--- src/rtl/i2c_min_pkg.sv ---
// rtl/i2c_min_pkg.sv - shared I2C target state encoding and ACK/NACK bus levels
package i2c_min_pkg;

   typedef enum logic [2:0] {
      IDLE,
      ADDR,
      ADDR_ACK,
      DATA,
      DATA_ACK,
      IGNORE
   } i2c_state_t;

   localparam logic I2C_ACK  = 1'b0;
   localparam logic I2C_NACK = 1'b1;

   // Address byte is {addr[6:0], rw}; only a write to our own address is accepted.
   function automatic logic addr_write_match(input logic [7:0] addr_byte, input logic [6:0] own);
      return (addr_byte[7:1] == own) && (addr_byte[0] == 1'b0);
   endfunction

endpackage

--- src/rtl/i2c_sync_edge.sv ---
// rtl/i2c_sync_edge.sv - bus-line synchronizer with rise/fall detect, preset to idle-high
module i2c_sync_edge #(
   parameter int STAGES = 2
) (
   input  logic clk,
   input  logic rst,
   input  logic i_din,
   output logic o_level,
   output logic o_rise,
   output logic o_fall
);

   logic [STAGES-1:0] r_sync;
   logic              r_prev;

   always_ff @(posedge clk) begin
      if (rst) begin
         r_sync <= '1;
         r_prev <= 1'b1;
      end else begin
         r_sync <= {r_sync[STAGES-2:0], i_din};
         r_prev <= r_sync[STAGES-1];
      end
   end

   assign o_level = r_sync[STAGES-1];
   assign o_rise  = r_sync[STAGES-1] & ~r_prev;
   assign o_fall  = ~r_sync[STAGES-1] & r_prev;

endmodule

--- src/rtl/i2c_min_target.sv ---
// rtl/i2c_min_target.sv - minimal write-only I2C target with backpressured byte output
module i2c_min_target
   import i2c_min_pkg::*;
#(
   parameter logic [6:0] OWN_ADDR    = 7'h50,
   parameter int         SYNC_STAGES = 2
) (
   input  logic       clk,
   input  logic       rst,
   input  logic       scl_i,
   input  logic       sda_i,
   output logic       sda_o,
   output logic [7:0] rx_data,
   output logic       rx_valid,
   input  logic       rx_ready,
   output logic       addressed,
   output logic       stop_det,
   output logic       overflow
);

   logic w_scl, w_scl_rise, w_scl_fall;
   logic w_sda, w_sda_rise, w_sda_fall;
   logic w_start, w_stop;

   i2c_sync_edge #(.STAGES(SYNC_STAGES)) u_scl_sync (
      .clk    (clk),
      .rst    (rst),
      .i_din  (scl_i),
      .o_level(w_scl),
      .o_rise (w_scl_rise),
      .o_fall (w_scl_fall)
   );

   i2c_sync_edge #(.STAGES(SYNC_STAGES)) u_sda_sync (
      .clk    (clk),
      .rst    (rst),
      .i_din  (sda_i),
      .o_level(w_sda),
      .o_rise (w_sda_rise),
      .o_fall (w_sda_fall)
   );

   assign w_start = w_sda_fall & w_scl;
   assign w_stop  = w_sda_rise & w_scl;

   i2c_state_t r_state;
   logic [2:0] r_bit_cnt;
   logic       r_full;
   logic [7:0] r_shift;
   logic       r_sda_o;
   logic [7:0] r_rx_data;
   logic       r_rx_valid;
   logic       r_addressed;
   logic       r_stop_det;
   logic       r_overflow;

   always_ff @(posedge clk) begin
      if (rst) begin
         r_state     <= IDLE;
         r_bit_cnt   <= 3'd0;
         r_full      <= 1'b0;
         r_shift     <= 8'h00;
         r_sda_o     <= I2C_NACK;
         r_rx_data   <= 8'h00;
         r_rx_valid  <= 1'b0;
         r_addressed <= 1'b0;
         r_stop_det  <= 1'b0;
         r_overflow  <= 1'b0;
      end else begin
         r_rx_valid <= 1'b0;
         r_stop_det <= 1'b0;
         r_overflow <= 1'b0;
         // Bus conditions win over any SCL edge seen in the same cycle.
         if (w_stop) begin
            r_state     <= IDLE;
            r_bit_cnt   <= 3'd0;
            r_full      <= 1'b0;
            r_sda_o     <= I2C_NACK;
            r_addressed <= 1'b0;
            r_stop_det  <= 1'b1;
         end else if (w_start) begin
            r_state     <= ADDR;
            r_bit_cnt   <= 3'd0;
            r_full      <= 1'b0;
            r_sda_o     <= I2C_NACK;
            r_addressed <= 1'b0;
         end else begin
            case (r_state)
               ADDR, DATA: begin
                  if (w_scl_rise && !r_full) begin
                     r_shift <= {r_shift[6:0], w_sda};
                     if (r_bit_cnt == 3'd7) r_full <= 1'b1;
                     else                   r_bit_cnt <= r_bit_cnt + 3'd1;
                  end else if (w_scl_fall && r_full) begin
                     r_bit_cnt <= 3'd0;
                     r_full    <= 1'b0;
                     if (r_state == ADDR) begin
                        if (addr_write_match(r_shift, OWN_ADDR)) begin
                           r_state <= ADDR_ACK;
                           r_sda_o <= I2C_ACK;
                        end else begin
                           r_state <= IGNORE;
                           r_sda_o <= I2C_NACK;
                        end
                     end else if (rx_ready) begin
                        r_rx_data  <= r_shift;
                        r_rx_valid <= 1'b1;
                        r_state    <= DATA_ACK;
                        r_sda_o    <= I2C_ACK;
                     end else begin
                        r_overflow <= 1'b1;
                        r_state    <= IGNORE;
                        r_sda_o    <= I2C_NACK;
                     end
                  end
               end
               ADDR_ACK: begin
                  if (w_scl_fall) begin
                     r_sda_o     <= I2C_NACK;
                     r_addressed <= 1'b1;
                     r_state     <= DATA;
                     r_bit_cnt   <= 3'd0;
                     r_full      <= 1'b0;
                  end
               end
               DATA_ACK: begin
                  if (w_scl_fall) begin
                     r_sda_o   <= I2C_NACK;
                     r_state   <= DATA;
                     r_bit_cnt <= 3'd0;
                     r_full    <= 1'b0;
                  end
               end
               default: r_sda_o <= I2C_NACK;
            endcase
         end
      end
   end

   assign sda_o     = r_sda_o;
   assign rx_data   = r_rx_data;
   assign rx_valid  = r_rx_valid;
   assign addressed = r_addressed;
   assign stop_det  = r_stop_det;
   assign overflow  = r_overflow;

endmodule

--- config.mk ---
export PLATFORM = sky130hd
export DESIGN_NAME = i2c_min_target
export DESIGN_NICKNAME = d
export VERILOG_FILES = /design/src/rtl/i2c_min_pkg.sv /design/src/rtl/i2c_sync_edge.sv /design/src/rtl/i2c_min_target.sv
export SDC_FILE = /design/constraint.sdc
export NUM_CORES = 1
export LEC_CHECK = 0
export BUFFER_PORTS_ARGS = -buffer_cell sky130_fd_sc_hd__buf_2
export CELL_PAD_IN_SITES_DETAIL_PLACEMENT = 1
export CELL_PAD_IN_SITES_GLOBAL_PLACEMENT = 2
export CORE_ASPECT_RATIO = 0.6
export CORE_MARGIN = 2
export CORE_UTILIZATION = 35
export DETAILED_ROUTE_END_ITERATION = 10
export PLACE_DENSITY_LB_ADDON = 0.15
export SYNTH_ARGS = -nofsm -noshare
export SYNTH_HDL_FRONTEND = slang
export SYNTH_SLANG_ARGS = --single-unit
--- constraint.sdc ---
create_clock -name clk -period 2 [get_ports clk]
set_input_delay 0.2 -clock clk [delete_from_list [all_inputs] [get_ports clk]]
set_output_delay 0.2 -clock clk [all_outputs]
set_load 0.01 [all_outputs]
# Word level (Yosys, flattened, before mapping)
# Index checks and enable logic that the tools add are counted.
[word_totals]
register_bits = 34
in_bits = 5
word_cells = 94
[classes]
add_sub_neg = 1
eq_ne = 15
mux = 27
bitwise_logic = 17
reduce_logical = 19
[op_table]
columns = ["operator", "count"]
rows = [
  ["$mux W3", 9],
  ["$reduce_and A4 Y1", 5],
  ["$ne A3 B3 Y1 const B", 5],
  ["$mux W1", 14],
  ["$pmux W3 S2", 2],
  ["$not A1 Y1", 11],
  ["$eq A7 B7 Y1 const B", 1],
  ["$reduce_and A7 Y1", 1],
  ["$reduce_or A7 Y1", 1],
  ["$and A1 B1 Y1", 6],
  ["$eq A3 B2 Y1 const B", 2],
  ["$eq A3 B3 Y1 const B", 2],
  ["$reduce_or A2 Y1", 3],
  ["$ne A2 B2 Y1 const B", 2],
  ["$pmux W1 S2", 2],
  ["$add A3 B1 Y3 const B", 1],
  ["$eq A3 B1 Y1 const B", 1],
  ["$logic_and A1 B1 Y1", 3],
  ["$ne A3 B1 Y1 const B", 1],
  ["$reduce_and A3 Y1", 1],
  ["$reduce_bool A3 Y1", 1],
  ["$reduce_or A3 Y1", 1],
  ["$ne A2 B1 Y1 const B", 1],
  ["$reduce_and A2 Y1", 1],
  ["2 further kinds", 2],
]

# Logic depth before layout (Yosys ltp)
# Gate-level depths: netlist of the first run.
[depth]
ltp_word = 8
depth_mapped = 6

# Cells and area by module
# A second synthesis of the first run with hierarchy kept.
[hier_totals]
hier_cells = 141
hier_area_um2 = 1415.1
[by_module_without_submodules]
columns = ["module", "n_inst", "cells_each", "area_per_inst_um2", "seq_area_each_um2"]
rows = [
  ["i2c_min_target", 1, 125, 1229.9, 560.5],
  ["i2c_sync_edge", 2, 8, 92.6, 60.1],
]

# Worst setup path before layout of the first run
# Ideal clock, no wire load.
[synth_timing]
path_kind = "flip-flop to flip-flop"
from = "register r_state[0]"
to = "register r_bit_cnt[0]"
setup_time_ns = 0.130
arrival_time_ns = 1.278
required_time_ns = 1.870
setup_slack_ns = 0.593
stages_incl_launch_ff = 5
cell_sequence = "dfxtp_1 -> mux2_2 -> a22oi_1 -> o21ai_1 -> mux2i_1"
[synth_between]
elab_chain_len = 4
elab_cells_between_ends = 12
classes_between = "eq/ne: 7; mux: 1; reduce/logical: 4"
[synth_lines]
columns = ["element", "line_no", "rtl"]
rows = [
  ["start, declared", "i2c_min_target.sv:46", "i2c_state_t r_state;"],
  ["start signal, assigned", "i2c_min_target.sv:59", "r_state <= IDLE;"],
  ["start signal, assigned", "i2c_min_target.sv:75", "r_state <= IDLE;"],
  ["start signal, assigned", "i2c_min_target.sv:82", "r_state <= ADDR;"],
  ["$eq A3 B1 Y1, or another cell as far along", "i2c_min_target.sv:88", "case (r_state)"],
  ["$reduce_or A2 Y1, on equally long branches", "--", ""],
  ["$ne A3 B3 Y1 (no source line), or another cell as far along", "--", ""],
  ["$reduce_and A4 Y1 (no source line)", "--", ""],
  ["end signal, assigned", "i2c_min_target.sv:93", "else r_bit_cnt <= r_bit_cnt + 3'd1;"],
  ["end, declared", "i2c_min_target.sv:47", "logic [2:0] r_bit_cnt;"],
]
# Several ways; a longest one is shown, not always the timed one.
# A chain may end at the register's enable or synchronous reset.

# Final worst setup path of the first run
[layout_timing]
from = "register r_state[2]"
to = "register r_bit_cnt[0]"
# Same word-level chain as after synthesis.

==> results of run 1 <==
## worst max-delay path, cell delays in order, from the launching register on
cell	delay [ns]
dfxtp_1	0.51
nor3b_1	0.39
a22oi_1	0.23
o21ai_1	0.25
mux2i_1	0.22
## Yosys cell counts, types with 3 or more instances
library cell   n  area (um2)
dfxtp_1       34         681
nor2_1        20        75.1
mux2i_1       18         180
nand2_1        8        30.0
a21oi_1        7        35.0
or2_1          6        37.5
nand2b_1       4        25.0
nor3b_1        4        30.0
buf_2          3        15.0
clkbuf_1       3        11.3
nand3_1        3        15.0
nor2b_1        3        18.8
## flip-flops by register name (all words and copies together) (netlist names)
name,count
r_shift,8
rx_data,8
u_scl_sync.r_prev,1
r_state,3
r_full,1
u_scl_sync.r_sync,2
u_sda_sync.r_sync,2
stop_det,1
overflow,1
addressed,1
u_sda_sync.r_prev,1
sda_o,1
rx_valid,1
r_bit_cnt,3
## placed cells by master, fill, tap and decap left out, types with 2 or more instances in the layout
cell / netlist / routed
nor3b_1: 4 / 4
nor2b_1: 3 / 3
ha_1: 2 / 2
clkbuf_8: 0 / 6
nand3_1: 3 / 3
and3_1: 2 / 2
nor2_1: 20 / 20
buf_2: 3 / 17
mux2i_1: 18 / 18
buf_4: 0 / 3
nor4_1: 2 / 2
or2_1: 6 / 6
nand2_1: 8 / 8
nand2b_1: 4 / 4
o21ai_1: 2 / 2
dfxtp_1: 34 / 34
xor2_1: 2 / 2
a21oi_1: 7 / 7
## cells by family after synthesis
| kind of cell | count (synthesis) |
|---|---|
| AO/OA/AOI/OAI | 18 |
| XOR/XNOR | 3 |
| adder cells (fa/ha/maj) | 2 |
| buffers and inverters | 8 |
| flip-flops | 34 |
| multiplexers | 19 |
| AND/OR/NAND/NOR | 59 |
## power breakdown
group	total (mW)	switching [mW]	internal [mW]
logic	0.0536	0.0327	0.0208
clock network	0.531	0.254	0.276
registers	0.692	0.00808	0.684
total	1.28	0.295	0.981
## layer usage
metal / global-route usage (%) / up-vias / share of wire (%)
li1: - / 536 / -
met1: 20.6 / 518 / 52
met2: 23.4 / 25 / 41
met3: 5.15 / 7 / 5.0
met4: 7.14 / 0 / 1.4
met5: 0 / - / 0
## area by class of cell
| type | instances | share of cell area (%) |
|---|---|---|
| tap | 47 | 3.58 |
| clock buffer | 6 | 5.03 |
| multi-input combinational | 101 | 42.4 |
| timing repair buffer | 20 | 6.55 |
| clock inverter | 2 | 0.762 |
| sequential | 34 | 41.5 |
| inverter | 1 | 0.229 |
## path summary, 6_finish.rpt
| path | start | to |
|---|---|---|
| min reg2reg | u_scl_sync.r_sync[0] | u_scl_sync.r_sync[1] |
| min | scl_i | u_scl_sync.r_sync[0] |
| max | r_state[2] | r_bit_cnt[0] |
| max reg2reg | r_state[2] | r_bit_cnt[0] |
==> results.py, run 1 <==
metrics = {
    "pwr": {
        "p_leak_nw": 0.762,
        "ir_drop_uv": 384,
        "powerDensity_nw_per_um2": 777,
        "p_total_mw": 1.28,
    },
    "sta": {
        "post-route-min-period_ns": 1.67,
        "finalHoldViolCount": 0,
        "rsz0062_at_grt": "false",
        "setup_viol": 0,
        "max_freq_mhz": 599,
        "finalWorstSetupSlack_ns": 0.331,
        "max-slew-margin-rel_pct": 68.9,
        "slew_viol_final": 0,
        "tightest_slew_ns": 0.467,
        "setup-tns-final_ns": 0,
        "finalCritPeriodShare_pct": 83.4,
        "hold_ws_ns": 0.0871,
        "skew_ns": 0.00601,
    },
    "die": {
        "die_area_um2": 4590,
        "rows": 17,
        "die_x_um": 86.2,
        "die_h_um": 53.3,
        "core-area_um2": 3760,
        "initial_core_util_pct": 37.7,
        "io-pin-count": 18,
    },
    "clock_network": {
        "cts_resized": 0,
        "holdBufCountCts": 0,
        "post_cts_buffers": 0,
        "h-tree-depth": 2,
        "clk_pin_slew_worst_paths_ns": 0.07,
        "clock_sinks": 34,
        "clock_path_buffers": 2,
        "clk_latency_ns": 0.29,
        "cts_made_buffers": 5,
        "tritoncts": "built",
        "clockRootBuffer": "clkbuf_8",
    },
    "synthesis": {
        "synth_compound_area_share_pct": 9.18,
        "yosysSeqAreaShare_pct": 48.0,
        "synthSimpleGateAreaFrac_pct": 22.8,
        "synth_top_family_by_area": "simple AND/OR/NAND/NOR gates",
        "synth_area_um2": 1420,
        "synth_cell_types": 37,
        "synth_fa_ha_area_share_pct": 1.77,
        "muxShareOfSynthArea_pct": 13.5,
        "synth_seq_cells": 34,
        "syn_avg_cell_area_um2": 9.91,
        "synth_edf_count": 0,
        "ys.warnings.count": 0,
        "syn_nets": 150,
        "synth_xor_area_share_pct": 1.85,
        "ys_async_sr_fraction_pct": 0,
        "synthFlopType": "dfxtp_1",
        "synthCells": 143,
    },
    "detailed_routing": {
        "viasPerCell": 5.15,
        "antenna_left": 0,
        "wl_mm": 3.05,
        "vias": 1086,
        "drt-initial-drc-count": 37,
        "firstDrtPassIters": 4,
        "drc": 0,
        "wl_per_cell_um": 14.5,
    },
    "worst_setup_path": {
        "cp.arrival_ns": 1.89,
        "rrSetupSlack_ns": 0.33,
        "critPathLaunchType": "flip-flop",
        "required_ns": 2.22,
        "cp-end-kind": "flip-flop",
        "cp_max_fo": 8,
        "timing_worst_setup_path_type": "flip-flop to flip-flop",
        "r2r_cells": 4,
    },
    "finish": {
        "final_util_pct": 43.6,
        "layout.nets": 170,
        "register_area_um2": 681,
        "syn2layout_area_growth_pct": 15.8,
        "diodes": 0,
        "stdcell_area_um2": 1640,
        "drive_gt1_share_pct": 20.7,
        "fillers": 427,
        "multi_input_area_um2": 696,
        "fin_cells": 211,
    },
    "global_routing": {
        "grt_max_degree": 27,
        "grt_pass1_vias": 1076,
        "grt.total_usage_pct": 15.7,
        "gr-total-overflow": 0,
        "antenna_found_initial": 0,
        "grt_pass1_wl_mm": 5.27,
    },
    "outcome": {
        "outcome": "finished, final reports clean",
    },
    "min_path": {
        "hold_depth": 2,
        "hp-class": "input port to flip-flop",
    },
    "place": {
        "port_buffers": 17,
        "place_ws_ns": 0.355,
        "place_inst": 203,
        "hpwl_mm": 2.26,
        "place_area_um2": 1550,
        "gp_congestion": 0.798,
    },
    "run": {
        "drv_cap": 0,
    },
}
Power figures use the tool's default switching activity.
==> inputs of run 2 (changes only) <==
- ABC_AREA: not set -> 1
- CORE_UTILIZATION: 35 -> 32
- clock period: 2 -> 1.7 ns (I/O delays scaled with it)
==> results.py, run 2 <==
metrics = {
    "outcome": {
        "outcome": "finished, final reports clean",
    },
    "worst_setup_path": {
        "slowest_stage": "dfxtp_1",
        "cp_max_fo": 9,
        "critPathMostFrequentCell": "nor2_1",
        "rr_startpoint": "r_state[0]",
        "critPathLaunchType": "flip-flop",
        "rrSetupSlack_ns": 0.21,
        "r2r_end": "rx_data[7]",
        "required_ns": 1.87,
        "r2r_cells": 7,
        "cp.arrival_ns": 1.66,
        "timing_worst_setup_path_type": "flip-flop to flip-flop",
        "cp-end-kind": "flip-flop",
        "slowest_delay_ns": 0.39,
        "worstPathCellList": "inv_2 -> nor3_1 -> inv_1 -> nand3_2 -> clkinv_4 -> nor2_1 -> nor2_1",
    },
    "clock_network": {
        "clockRootBuffer": "clkbuf_8",
        "h-tree-depth": 2,
        "clock_sinks": 34,
        "cts_resized": 0,
        "post_cts_buffers": 0,
        "tritoncts": "built",
        "cts_made_buffers": 5,
        "holdBufCountCts": 0,
        "clk_latency_ns": 0.28,
        "clock_path_buffers": 2,
        "clk_pin_slew_worst_paths_ns": 0.07,
    },
    "sta": {
        "finalHoldViolCount": 0,
        "max-slew-margin-rel_pct": 76.4,
        "max_freq_mhz": 669,
        "setup_viol": 0,
        "slew_viol_final": 0,
        "post-route-min-period_ns": 1.49,
        "tightest_slew_ns": 0.351,
        "skew_ns": 0.00635,
        "setup-tns-final_ns": 0,
        "hold_ws_ns": 0.0740,
        "rsz0062_at_grt": "false",
        "finalCritPeriodShare_pct": 87.9,
    },
    "synthesis": {
        "synth_cell_types": 21,
        "synth_top_area_share_pct": 48.7,
        "synth_area_um2": 1400,
        "synth_common_cells": "50 x nor2_1, 36 x nand2_1, 34 x dfxtp_1, 18 x o21ai_0, 9 x inv_1",
        "synth_most_common_cell": "nor2_1",
        "ys.warnings.count": 0,
        "synthCells": 185,
        "yosysSeqAreaShare_pct": 48.7,
        "synth_seq_cells": 34,
        "syn_avg_cell_area_um2": 7.55,
        "ys_async_sr_fraction_pct": 0,
        "synthFlopType": "dfxtp_1",
        "synth_edf_count": 0,
        "synth_top_cell_by_area": "dfxtp_1",
        "syn_nets": 192,
        "synth_area_leaders": "dfxtp_1 49%, nor2_1 13%, nand2_1 9.7%",
    },
    "global_routing": {
        "gr-total-overflow": 0,
        "antenna_found_initial": 0,
        "grt.total_usage_pct": 15.6,
        "grt_pass1_wl_mm": 5.59,
        "grt_max_degree": 17,
        "grt_pass1_vias": 1199,
    },
    "pwr": {
        "switching_share_pct": 31.9,
        "ir_drop_uv": 475,
        "power_frac_comb_pct": 22.0,
        "p_switching_uw": 599,
        "p_total_mw": 1.88,
        "pwr-share-clk_pct": 29.5,
        "p_leak_nw": 0.701,
        "pwr-share-seq_pct": 48.5,
        "powerDensity_nw_per_um2": 1150,
        "power.internal_mw": 1.28,
    },
    "detailed_routing": {
        "drt-initial-drc-count": 38,
        "firstDrtPassIters": 2,
        "drc": 0,
        "antenna_left": 0,
        "vias": 1224,
        "wl_mm": 3.32,
        "viasPerCell": 4.55,
        "wl_per_cell_um": 12.3,
    },
    "die": {
        "io-pin-count": 18,
        "die_area_um2": 4930,
        "die_h_um": 55.2,
        "core-area_um2": 4140,
        "initial_core_util_pct": 33.7,
        "rows": 18,
        "die_x_um": 89.3,
    },
    "finish": {
        "drive_gt1_share_pct": 19.1,
        "final_util_pct": 39.5,
        "multi_input_area_um2": 658,
        "layout.nets": 216,
        "register_area_um2": 681,
        "fillers": 544,
        "diodes": 0,
        "final_common_cell": "nor2_1",
        "syn2layout_area_growth_pct": 17.2,
        "fin_cells": 269,
        "layout_common_cells": "50 x nor2_1, 36 x nand2_1, 34 x dfxtp_1, 18 x o21ai_0, 17 x buf_2",
    },
    "place": {
        "place_inst": 262,
        "hpwl_mm": 2.59,
        "gp_congestion": 0.753,
        "port_buffers": 17,
    },
    "min_path": {
        "hp-class": "input port to flip-flop",
        "hold_start": "sda_i",
        "hold_depth": 2,
        "hold_end": "u_sda_sync.r_sync[0]",
    },
    "run": {
        "drv_cap": 0,
    },
}
[run 2: cell count changes after synthesis, moves of 4 or more]
| cell | change |
|---|---|
| or2_2 | +5 |
| or2_1 | -6 |
| a21oi_1 | -4 |
| nand2_1 | +28 |
| nand3_1 | +5 |
| nor3b_1 | -4 |
| mux2i_1 | -18 |
| nand2b_1 | -4 |
| nor2_1 | +30 |
| o21ai_0 | +17 |
| inv_1 | +8 |
| nor2_4 | +4 |
[run 2: worst max-delay path by stage]
stage,startpoint,to,cells after the start
6_report,r_state[0],rx_data[7],7
5_1_grt,r_state[0],rx_data[2],7
4_1_cts,r_state[0],rx_data[5],7
3_5_place_dp,r_state[0],rx_data[5],7
3_3_place_gp,r_state[0],rx_data[6],7
2_1_floorplan,r_bit_cnt[0],r_bit_cnt[0],8
[run 2: area by class of cell]
cell class | instances | share of cell area, %
multi-input combinational | 137 | 40.2
clock buffer | 7 | 4.66
sequential | 34 | 41.6
inverter | 13 | 3.29
tap | 60 | 4.59
timing repair buffer | 18 | 5.66
[run 2: routing by layer]
metal  GRT usage, %  wire (um)
met1           21.3       1810
met2           23.0       1360
met3           4.60        114
met4           6.72         25
met5              0          0
[run 2: logic make-up after synthesis]
kind of cell / after synthesis / synth area share, %
flops: 34 / 48.7
fa+ha+maj: 2 / 1.79
buf+inv: 14 / 4.12
compound gates: 22 / 8.06
simple gates: 113 / 37.3
[run 2: critical path: cells and delay by family, from the launching register on]
kind	cells	cell delay [ns]
AND/OR/NAND/NOR	4	0.66
flip-flops	1	0.39
buffers and inverters	3	0.34
[run 2: per-stage QoR]
stage	instance area [um2]	setup WS, ns
floorplan	1400	0.476
global placement	1560	0.240
detailed placement	1560	0.182
CTS	1640	0.176
global route	1640	0.0154
finish	1640	0.205
[run 2: power groups by stage]
stage | registers, mW | clock network (mW) | logic, mW
after floorplan | 0.918 | 0 | 0.319
after global placement | 0.929 | 0 | 0.395
after detailed placement | 0.931 | 0 | 0.413
after CTS | 0.914 | 0.571 | 0.418
after global routing | 0.922 | 0.605 | 0.481
final | 0.913 | 0.554 | 0.414
==> inputs of run 3 (changes only) <==
- CAP_MARGIN: not set -> 25
- CORE_UTILIZATION: 32 -> 34
- PLACE_DENSITY: not set -> 0.86
- PLACE_DENSITY_LB_ADDON: 0.15 -> not set
- clock period: 1.7 -> 1.82 ns (I/O delays scaled with it)
==> results.py, run 3 (synthesized netlist as in run 2, its figures left out) <==
metrics = {
    "outcome": {
        "outcome": "finished, final reports clean",
    },
    "clock_network": {
        "holdBufCountCts": 0,
        "post_cts_buffers": 0,
        "cts_made_buffers": 5,
        "cts_resized": 0,
        "clock_path_buffers": 2,
        "clk_pin_slew_worst_paths_ns": 0.08,
        "clock_sinks": 34,
        "clk_latency_ns": 0.29,
        "tritoncts": "built",
        "h-tree-depth": 2,
        "clockRootBuffer": "clkbuf_8",
    },
    "sta": {
        "max-slew-margin-rel_pct": 74.5,
        "tightest_slew_ns": 0.379,
        "setup_viol": 0,
        "slew_viol_final": 0,
        "hold_ws_ns": 0.0787,
        "rsz0062_at_grt": "false",
        "max_freq_mhz": 639,
        "finalHoldViolCount": 0,
        "post-route-min-period_ns": 1.57,
        "setup-tns-final_ns": 0,
        "finalCritPeriodShare_pct": 86.0,
        "skew_ns": 0.0133,
    },
    "finish": {
        "final_common_cell": "nor2_1",
        "syn2layout_area_growth_pct": 18.2,
        "drive_gt1_share_pct": 19.5,
        "fillers": 483,
        "diodes": 0,
        "stdcell_area_um2": 1650,
        "layout_common_cells": "50 x nor2_1, 36 x nand2_1, 34 x dfxtp_1, 18 x o21ai_0, 17 x buf_2",
        "layout.nets": 216,
    },
    "run": {
        "drv_cap": 0,
    },
    "die": {
        "die_h_um": 53.6,
        "rows": 17,
        "core-area_um2": 3810,
        "initial_core_util_pct": 36.7,
        "die_x_um": 86.7,
        "die_area_um2": 4650,
        "io-pin-count": 18,
    },
    "worst_setup_path": {
        "cp.arrival_ns": 1.74,
        "timing_worst_setup_path_type": "flip-flop to flip-flop",
        "cp_max_fo": 9,
        "required_ns": 1.99,
        "cp-end-kind": "flip-flop",
        "path_depth": 7,
        "worstPathCellList": "inv_2 -> nor3_1 -> inv_1 -> nand3_2 -> clkinv_4 -> nor2_1 -> nor2_1",
        "slowest_delay_ns": 0.40,
        "critPathMostFrequentCell": "nor2_1",
        "r2r_cells": 7,
        "critPathBufInv": 3,
        "slowest_stage": "dfxtp_1",
        "crit_family": "simple AND/OR/NAND/NOR gates",
        "critPathLaunchType": "flip-flop",
    },
    "place": {
        "port_buffers": 17,
        "hpwl_mm": 2.74,
        "gp_congestion": 0.809,
        "place_area_um2": 1540,
    },
    "detailed_routing": {
        "viasPerCell": 4.85,
        "firstDrtPassIters": 4,
        "antenna_left": 0,
        "wl_mm": 3.54,
        "drt-initial-drc-count": 28,
        "wl_per_cell_um": 13.8,
        "drc": 0,
        "vias": 1247,
    },
    "pwr": {
        "p_leak_nw": 0.715,
        "switching_share_pct": 30.2,
        "powerDensity_nw_per_um2": 1170,
        "p_total_mw": 1.93,
        "ir_drop_uv": 455,
        "pwr-share-clk_pct": 35.4,
        "power.internal_mw": 1.34,
        "p_switching_uw": 582,
        "power_frac_comb_pct": 20.2,
        "pwr-share-seq_pct": 44.3,
    },
    "global_routing": {
        "grt.total_usage_pct": 17.1,
        "grt_pass1_wl_mm": 5.90,
        "grt_pass1_vias": 1278,
        "antenna_found_initial": 0,
        "grt_max_degree": 17,
        "gr-total-overflow": 0,
    },
    "min_path": {
        "hold_depth": 2,
        "hp-class": "input port to flip-flop",
    },
}
[run 3: changes by cell type in the layout (fill, tap and decap cells not counted)]
cell	before	now
bufinv_16	0	1
[run 3: power groups by stage]
stage	sequential, mW	combinational, mW	clock [mW]
6_report	0.854	0.390	0.683
5_1_grt	0.862	0.449	0.733
4_1_cts	0.854	0.394	0.702
3_5_place_dp	0.871	0.393	0
3_3_place_gp	0.866	0.365	0
2_1_floorplan	0.858	0.298	0
[run 3: cell type report]
class                           count  area [um2]  share of cell area (%)
Tap cell                           47        58.8                    3.56
Inverter                           13        53.8                    3.26
Clock inverter                      1        30.0                    1.82
Timing Repair Buffer               18        92.6                    5.61
Clock buffer                        7        76.3                    4.62
Sequential cell                    34         681                    41.2
Multi-Input combinational cell    137         658                    39.9
[run 3: path summary, 6_finish.rpt]
| check | from | to | slack [ns] |
|---|---|---|---|
| setup reg to reg | r_state[0] | rx_data[1] | 0.25 |
| hold / removal | sda_i | u_sda_sync.r_sync[0] | 0.08 |
| setup / recovery | r_state[0] | rx_data[1] | 0.25 |
| hold reg to reg | u_sda_sync.r_sync[0] | u_sda_sync.r_sync[1] | 0.42 |
[run 3: through the flow]
| step | worst slack, ns | utilization (%) | cells |
|---|---|---|---|
| after floorplan | 0.596 | - | 185 |
| after global placement | 0.395 | 40.6 | 249 |
| after detailed placement | 0.292 | 40.6 | 249 |
| after CTS | 0.273 | 43.3 | 257 |
| after global routing | 0.0819 | 43.3 | 257 |
| final | 0.255 | 43.3 | 257 |
[run 3: worst register-to-register path, stage by stage, from the launching register on]
cell	delay [ns]
dfxtp_1	0.40
inv_2	0.09
nor3_1	0.31
inv_1	0.14
nand3_2	0.19
clkinv_4	0.13
nor2_1	0.13
nor2_1	0.06
[run 3: routing by layer]
metal	global-route usage, %	vias up	share of wire, %	wire length [um]
met3	5.06	5	5.6	197
met4	6.25	0	0.96	34
li1	-	636	-	-
met2	25.8	30	41	1450
met1	23.4	576	53	1860
met5	0	-	0	0
